### src/rtl/pinky_pkg.sv
// pinky_pkg: shared PinKY word layout, field ranges, opcode and condition-code constants.
package pinky_pkg;
  localparam int WORD = 16;
  localparam int OPC_HI = 15;
  localparam int OPC_LO = 11;
  localparam int CC_HI = 10;
  localparam int CC_LO = 9;
  localparam int DEST_HI = 8;
  localparam int DEST_LO = 5;
  localparam int OP2_HI = 3;
  localparam int OP2_LO = 0;
  localparam logic [4:0] OPSYS = 5'h13;
  localparam logic [4:0] OPNOP = 5'h14;
  typedef enum logic [1:0] {AL = 2'd0, S = 2'd1, EQ = 2'd2, NE = 2'd3} cc_e;
  typedef struct packed {
    logic [WORD-1:0] pc;
    logic [WORD-1:0] ir;
  } fetch_entry_t;
  function automatic logic squash_f(input logic [WORD-1:0] w, input logic z);
    return (w[CC_HI:CC_LO] == EQ && !z) || (w[CC_HI:CC_LO] == NE && z);
  endfunction
endpackage

### src/rtl/pinky_fetch_unit_if.sv
// pinky_fetch_unit_if: imem, writeback and decode signals of the fetch unit.
interface pinky_fetch_unit_if;
  import pinky_pkg::*;
  logic imem_req;
  logic [WORD-1:0] imem_addr;
  logic imem_ack;
  logic [WORD-1:0] imem_data;
  logic redirect;
  logic [WORD-1:0] redirect_pc;
  logic z;
  logic [WORD-1:0] ir;
  logic [WORD-1:0] pc;
  logic ir_valid;
  logic ir_ready;
  logic halt;
  modport master (
    output imem_req, imem_addr, ir, pc, ir_valid, halt,
    input imem_ack, imem_data, redirect, redirect_pc, z, ir_ready
  );
  modport slave (
    input imem_req, imem_addr, ir, pc, ir_valid, halt,
    output imem_ack, imem_data, redirect, redirect_pc, z, ir_ready
  );
endinterface

### src/rtl/pinky_fetch_fifo.sv
// pinky_fetch_fifo: synchronous prefetch FIFO with flush; head is visible one cycle after push.
module pinky_fetch_fifo #(
  parameter int DEPTH = 4,
  parameter int W = 32
) (
  input  logic                     clk,
  input  logic                     reset,
  input  logic                     push,
  input  logic                     pop,
  input  logic                     flush,
  input  logic [W-1:0]             din,
  output logic                     full,
  output logic                     empty,
  output logic [$clog2(DEPTH):0]   count,
  output logic [W-1:0]             head
);
  localparam int AW = $clog2(DEPTH);
  logic [W-1:0] mem_q [DEPTH];
  logic [AW-1:0] rd_ptr_q, rd_ptr_d, wr_ptr_q, wr_ptr_d;
  logic [AW:0] count_q, count_d;
  always_comb begin
    rd_ptr_d = flush ? '0 : rd_ptr_q + AW'(pop);
    wr_ptr_d = flush ? '0 : wr_ptr_q + AW'(push);
    count_d = flush ? '0 : count_q + (AW+1)'(push) - (AW+1)'(pop);
    full = count_q == (AW+1)'(DEPTH);
    empty = count_q == '0;
    count = count_q;
    head = mem_q[rd_ptr_q];
  end
  always_ff @(posedge clk) begin
    if (!reset) begin
      rd_ptr_q <= '0;
      wr_ptr_q <= '0;
      count_q <= '0;
    end else begin
      rd_ptr_q <= rd_ptr_d;
      wr_ptr_q <= wr_ptr_d;
      count_q <= count_d;
    end
  end
  always_ff @(posedge clk) begin
    if (push && !flush) mem_q[wr_ptr_q] <= din;
  end
endmodule

### src/rtl/pinky_fetch_unit.sv
// pinky_fetch_unit: PinKY fetch front end with prefetch FIFO, CC squash, redirect and SYS halt.
module pinky_fetch_unit
  import pinky_pkg::*;
#(
  parameter int DEPTH = 4,
  parameter logic [WORD-1:0] RESET_PC = '0
) (
  input logic              clk,
  input logic              reset,
  pinky_fetch_unit_if.master bus
);
  localparam int CW = $clog2(DEPTH) + 1;
  fetch_entry_t head;
  logic full, empty, xfer, pop, flush;
  logic [CW-1:0] count;
  logic [WORD-1:0] fetch_pc_q, fetch_pc_d, ir_eff;
  logic halt_q, halt_d;
  pinky_fetch_fifo #(.DEPTH(DEPTH), .W($bits(fetch_entry_t))) u_fifo (
    .clk(clk), .reset(reset), .push(xfer), .pop(pop), .flush(flush),
    .din({fetch_pc_q, bus.imem_data}), .full(full), .empty(empty), .count(count), .head(head)
  );
  // reset level gates the handshakes so an ack or a full FIFO is ignored while reset is held
  always_comb begin
    bus.imem_req = reset && !halt_q && !bus.redirect && !full;
    bus.imem_addr = fetch_pc_q;
    xfer = bus.imem_req && bus.imem_ack;
    ir_eff = squash_f(head.ir, bus.z) ? {OPNOP, 11'h000} : head.ir;
    bus.ir_valid = reset && !empty && !halt_q && !bus.redirect;
    bus.ir = bus.ir_valid ? ir_eff : '0;
    bus.pc = bus.ir_valid ? head.pc : '0;
    bus.halt = halt_q;
    pop = bus.ir_valid && bus.ir_ready;
    flush = bus.redirect && !halt_q;
    fetch_pc_d = bus.redirect ? bus.redirect_pc : xfer ? fetch_pc_q + WORD'(1) : fetch_pc_q;
    halt_d = halt_q || (pop && ir_eff[OPC_HI:OPC_LO] == OPSYS);
  end
  always_ff @(posedge clk) begin
    if (!reset) begin
      fetch_pc_q <= RESET_PC;
      halt_q <= 1'b0;
    end else begin
      fetch_pc_q <= fetch_pc_d;
      halt_q <= halt_d;
    end
  end
  assert property (@(posedge clk) full == (count == CW'(DEPTH)));
endmodule

### src/flat_wrapper.sv
// flat-port wrapper written by rule: the top's interface ports become plain ports
module pinky_fetch_unit_flat import pinky_pkg::*;
#(
  parameter int DEPTH = 4,
  parameter logic [WORD-1:0] RESET_PC = '0
)
  (clk, reset, bus_imem_req, bus_imem_addr, bus_ir, bus_pc, bus_ir_valid, bus_halt, bus_imem_ack, bus_imem_data, bus_redirect, bus_redirect_pc, bus_z, bus_ir_ready);
  pinky_fetch_unit_if bus_i ();
  input logic clk;
  input logic reset;
  output wire logic [$bits(bus_i.imem_req)-1:0] bus_imem_req;
  output wire logic [$bits(bus_i.imem_addr)-1:0] bus_imem_addr;
  output wire logic [$bits(bus_i.ir)-1:0] bus_ir;
  output wire logic [$bits(bus_i.pc)-1:0] bus_pc;
  output wire logic [$bits(bus_i.ir_valid)-1:0] bus_ir_valid;
  output wire logic [$bits(bus_i.halt)-1:0] bus_halt;
  input wire logic [$bits(bus_i.imem_ack)-1:0] bus_imem_ack;
  input wire logic [$bits(bus_i.imem_data)-1:0] bus_imem_data;
  input wire logic [$bits(bus_i.redirect)-1:0] bus_redirect;
  input wire logic [$bits(bus_i.redirect_pc)-1:0] bus_redirect_pc;
  input wire logic [$bits(bus_i.z)-1:0] bus_z;
  input wire logic [$bits(bus_i.ir_ready)-1:0] bus_ir_ready;
  assign bus_imem_req = bus_i.imem_req;
  assign bus_imem_addr = bus_i.imem_addr;
  assign bus_ir = bus_i.ir;
  assign bus_pc = bus_i.pc;
  assign bus_ir_valid = bus_i.ir_valid;
  assign bus_halt = bus_i.halt;
  assign bus_i.imem_ack = bus_imem_ack;
  assign bus_i.imem_data = bus_imem_data;
  assign bus_i.redirect = bus_redirect;
  assign bus_i.redirect_pc = bus_redirect_pc;
  assign bus_i.z = bus_z;
  assign bus_i.ir_ready = bus_ir_ready;
  pinky_fetch_unit #(.DEPTH(DEPTH), .RESET_PC(RESET_PC)) u_core (.clk(clk), .reset(reset), .bus(bus_i));
endmodule
### config.mk
export PLATFORM = sky130hd
export DESIGN_NAME = pinky_fetch_unit_flat
export DESIGN_NICKNAME = d
export VERILOG_FILES = /design/src/rtl/pinky_pkg.sv /design/src/rtl/pinky_fetch_unit_if.sv /design/src/rtl/pinky_fetch_fifo.sv /design/src/rtl/pinky_fetch_unit.sv /design/src/flat_wrapper.sv
export SDC_FILE = /design/constraint.sdc
export NUM_CORES = 1
export LEC_CHECK = 0
export ABC_AREA = 0
export BUFFER_PORTS_ARGS = -buffer_cell sky130_fd_sc_hd__buf_2
export CAP_MARGIN = 15
export CORE_MARGIN = 4
export CORE_UTILIZATION = 64
export CTS_BUF_LIST = sky130_fd_sc_hd__clkbuf_4 sky130_fd_sc_hd__clkbuf_8
export DETAILED_ROUTE_END_ITERATION = 10
export GPL_TIMING_DRIVEN = 0
export PLACE_DENSITY = 0.94
export SYNTH_ARGS = -nofsm -noshare
export SYNTH_HDL_FRONTEND = slang
export SYNTH_SLANG_ARGS = --single-unit
### constraint.sdc
create_clock -name clk -period 10.6 [get_ports clk]
set_input_delay 0.53 -clock clk [delete_from_list [all_inputs] [get_ports clk]]
set_output_delay 0.53 -clock clk [all_outputs]
set_load 0.02 [all_outputs]
Word level (Yosys, flattened, before mapping)

Memories as Yosys holds them, arrays and structs flattened. A register that Yosys moved wholly into a read port is not among the register bits.
Index checks and enable logic that the tools add are counted.

Input port bits: 38
Bits in read-only memories: 0
Memories: 1
Output and inout port bits: 51
Bits in latches: 0
Word-level logic and storage cells: 48
Register bits after elaboration: 24
Memory bits (writable): 128

Muxes and demuxes: 8
Reduce and logical (&&, ||, !) cells: 24
Shift operators: 0
Magnitude comparators: 0
Bitwise gates (word level): 1
Equal/unequal tests: 4
Div/mod/pow operators: 0
$add $sub $neg: 5
$mul: 0

Memory list:

| name                | depth | width | rd ports | clocked after memory_dff | write ports | line                   | RTL |
|---|---|---|---|---|---|---|---|
| u_core.u_fifo.mem_q | 4     | 32    | 1        | 1                        | 1           | pinky_fetch_fifo.sv:18 | `logic [W-1:0] mem_q [DEPTH];` |

Operator list:

| operator              | count |
|---|---|
| $mux 16               | 5 |
| $add 16x1->16 const B | 1 |
| $logic_and 1x1->1     | 13 |
| $logic_not 1->1       | 6 |
| $eq 5x5->1 const B    | 1 |
| $add 2x1->2           | 2 |
| $eq 2x2->1 const B    | 2 |
| $add 3x1->3           | 1 |
| $eq 3x3->1 const B    | 1 |
| $logic_not 3->1       | 1 |
| $sub 3x1->3           | 1 |
| $logic_or 1x1->1      | 2 |
| $mux 1                | 2 |
| $mux 2                | 1 |
| $reduce_bool 2->1     | 1 |
| $reduce_or 2->1       | 1 |
| $not 1->1             | 1 |

Longest topological paths before layout

Word-level depth: 8
Gate-level depth with buffers: 13
Depth with buffers taken out: 11

Cells and area by module

From an unflattened synthesis, not the netlist that was laid out.

Cells, all modules: 360
Area total of the unflattened synthesis: 6,272.3 um2

By module, submodules not included:

| module           | instances | cells an instance | area an instance (um2) |
|---|---|---|---|
| pinky_fetch_fifo | 1         | 202               | 5,026.1 |
| pinky_fetch_unit | 1         | 158               | 1,246.2 |

Least setup slack after synthesis

Ideal clock, no wire load.

Path kind: input-to-reg
From: in bus_redirect
To: mem u_core.u_fifo.mem_q[0][0], enable pin
Path buffers: 2
Stages on the path: 5
Data arrival time: 3.393 ns
Data required time: 10.139 ns
Setup slack: 6.746 ns
Cell sequence: buf_6 > nor3b_4 > nand3_4 > buf_2 > nor3_1

Cells in the longest elaborated chain, start to end: 7

RTL lines:

| what                           | line                   | RTL |
|---|---|---|
| start: declaration             | flat_wrapper.sv:19     | `input wire logic [$bits(bus_i.redirect)-1:0] bus_redirect;` |
| $logic_not 1->1                | pinky_fetch_unit.sv:24 | `bus.imem_req = reset && !halt_q && !bus.redirect && !full;` |
| $logic_and 1x1->1 (2 in a row) | pinky_fetch_unit.sv:24 |  |
| $logic_and 1x1->1              | pinky_fetch_unit.sv:26 | `xfer = bus.imem_req && bus.imem_ack;` |
| $logic_and 1x1->1 *            | pinky_fetch_fifo.sv:42 | `if (push && !flush) mem_q[wr_ptr_q] <= din;` |
| $mux 1 *                       | pinky_fetch_fifo.sv:42 |  |
| $mux 1 (implied by the code) * | pinky_fetch_fifo.sv:42 |  |
| end: declaration               | pinky_fetch_fifo.sv:18 |  |

Every way passes the cells marked *; elsewhere a longest branch is shown, timed or not.

==> results.md <==
- Worst min-delay path class: in2reg
- I/O pin count: 89
- Final non-filler cell total: 626
- Most common cell after layout, fill and taps aside: edfxtp_1
- Initial DRT Pass Iterations: 6
- Vias: 3886
- Vias per cell: 6.208
- Total CTS buffers: 17
- Post-synth EDFFs: 128
- Fin crit share: 29.60%
- Area leader, netlist: edfxtp_1
- Gr usage total: 25.14%
- Share of cells above drive strength 1: 36.42%
- CTS tree: built
- Filler instances: 545
- Compound-cell area share of the yosys netlist: 4.608%
- CP endpoint kind: primary output
- Critical path class: reg2out
- Worst slew pin tran: 0.8503 ns
- Number of remaining DRC errors: 0
- Setup bufs post-CTS: 0
- Crit path launch type: register
- Worst-skew pair later-pin latency: 0.43 ns
- Die Wd: 106.8 µm
- Total grt overflow: 0
- Power density over the cells: 154.3 mW/mm²
- Core region area: 0.009371 mm²
- Unrepaired setup endpoints after global routing: false
- Initial antenna violation count: 0
- Post-DP HPWL: 9043 µm
- Yosys reg bits: 152
- Most frequent cells in the layout: edfxtp_1 (128), buf_2 (91), mux4_2 (32), dfxtp_1 (24), nor2_1 (21)
- CP arrival: 2.61 ns
- Clk root buf: clkbuf_8
- Reg2reg start: u_core.bus.halt
- Storage cell area: 0.004324 mm²
- Antenna Violating Nets Remaining: 0
- Status: finished clean
- CTS resizes: 0
- Starting DRT DRC Count: 348
- Hold-fix buffers, CTS: 0
- Clock skew: 0.01094 ns
- Hold_sp: bus_imem_data[12]
- Avg Cell Area, Syn: 16.74 µm²
- Wire length per cell: 21.47 µm
- Post-Synth Adder-Cell Area: 0.9217%
- Distinct cells, synth: 53
- Max Root-Sink Buffers: 2
- Predominant post-synthesis flop cell: edfxtp_1
- Vias in the first global route: 4048
- Top post-synthesis cells by area: edfxtp_1 (62%), mux4_2 (12%), dfxtp_1 (7.7%), and2_1 (1.9%), nor2_1 (1.4%)
- WP data required: 10.07 ns
- Clk slew on worst S/H paths: 0.08 ns
- F_max: 0.3187 GHz
- Slew Limit Headroom: 43.00%
- Routability congestion estimate: 0.8920
- Async SR Flop Fraction: 0%
- CTS sink cnt: 152
- Placed cell count: 594
- Footprint of the multi-input gates: 0.001783 mm²
- Final min period: 3.138 ns
- Final Hold Viols: 0
- Register area share after synthesis: 69.24%
- Pins Over Slew Limit: 0
- Inserted Diodes: 0
- Largest family of logic cells by synthesized area: multiplexers
- H-tree Lvls: 4
- Crit-path max FO: 10
- Cell count after synthesis: 373
- Setup TNS: 0 ns
- Port buffer count: 87
- Setup crit start: u_core.u_fifo.rd_ptr_q[1]
- Largest net degree at the start of global routing: 33
- Area grow syn2layout: 17.33%
- Post-synth top area share: 61.55%
- Max Cap Viol: 0
- DIE HEIGHT: 106.8 µm
- Mux cell area share after synthesis: 12.24%
- Final setup fails: 0
- Synthesized area: 0.006245 mm²
- Leakage: 2.646 nW
- Number of synthesis warnings: 0
- DIE AREA: 0.01140 mm²
- Post-Synth XOR/XNOR Area: 0.9818%
- Simple-gate portion of the synthesized area: 9.457%
- Global-route wire length before repair: 21180 µm
- Nets: 526
- Initial Util: 66.64%
- Highest ir drop seen on vdd: 94.46 µV
- Std-Cell Rows: 35
- Syn Nets: 415
- Final WL: 13440 µm
==> layer usage <==
metal | vias up | global-route usage [%] | wire [µm]
li1 | 1671 | - | -
met1 | 1946 | 32.92 | 5202
met2 | 241 | 41.37 | 6822
met3 | 28 | 6.984 | 1139
met4 | 0 | 8.037 | 278
met5 | - | 0 | 0
==> kinds of logic after synthesis <==
| logic type | after synthesis |
|---|---|
| flops | 152 |
| xor+xnor | 7 |
| fa+ha+maj | 4 |
| simple gates | 105 |
| compound gates | 40 |
| buf+inv | 29 |
| mux | 36 |
==> area by class of cell <==
type	count	area share, %
clock inverter	14	1.827
clock buffer	18	3.296
tap	129	2.203
inverter	11	0.5635
multi-input combinational	192	24.33
timing repair buffer	92	7.155
sequential	152	59.02
buffer	18	1.605
==> worst paths after layout <==
check | slack, ns | endpoint | cells after the start
worst min-delay path | 0.31 | u_core.u_fifo.mem_q[0][12] | 1
worst min register to register | 0.57 | u_core.u_fifo.mem_q[2][26] | 0
worst max register to register | 7.97 | u_core.u_fifo.count[2] | 12
worst max-delay path | 7.46 | bus_pc[12] | 5
==> worst max-delay path: stages (launching register included) <==
cell and delay (ns):
dfxtp_1 0.49, buf_2 0.33, buf_1 0.57, mux4_2 0.40, and2_1 0.21, buf_2 0.17
==> cells in the mapped netlist (2+ instances only) <==
library cell,n
a21boi_1,3
edfxtp_1,128
ha_1,3
and2_1,19
and4_1,3
mux2_2,2
o41ai_1,2
mux4_2,32
buf_6,4
buf_2,4
xnor2_1,3
nand2_1,17
dfxtp_1,24
nor2b_1,13
o21ai_0,7
nor2_1,23
inv_2,2
nand3_1,11
buf_4,4
a21oi_1,3
clkbuf_1,5
inv_1,8
o21a_1,3
xor2_1,4
a32oi_1,3
nor3_1,2
nor4_1,2
a21boi_0,9
nand4_1,4
and3_1,3
==> flip-flops by register name (all words and copies together) (netlist names) <==
name	count
u_core.bus.halt	1
u_core.u_fifo.mem_q	128
u_core.u_fifo.count	3
u_core.bus.imem_addr	16
u_core.u_fifo.rd_ptr_q	2
u_core.u_fifo.wr_ptr_q	2
==> report_power, final <==
group          leakage (nW)  internal [W]  switching [W]
combinational          1.10     0.0000213      0.0000296
sequential             1.37      0.000656      0.0000108
clock                 0.179      0.000208       0.000205
==> per-stage QoR <==
step	util [%]	setup slack, ns	power [W]	area [µm²]	hold WS, ns
after global routing	78.18	7.326	0.001166	7327	0.2870
final	78.18	7.462	0.001131	7327	0.3112
after floorplan	-	6.746	0.0007040	6245	0.4969
after CTS	78.18	7.446	0.001134	7327	0.2951
after detailed placement	74.18	7.801	0.0007295	6952	0.5327
after global placement	73.00	5.154	0.0007244	6842	0.5129
Power figures use the tool's default switching activity.
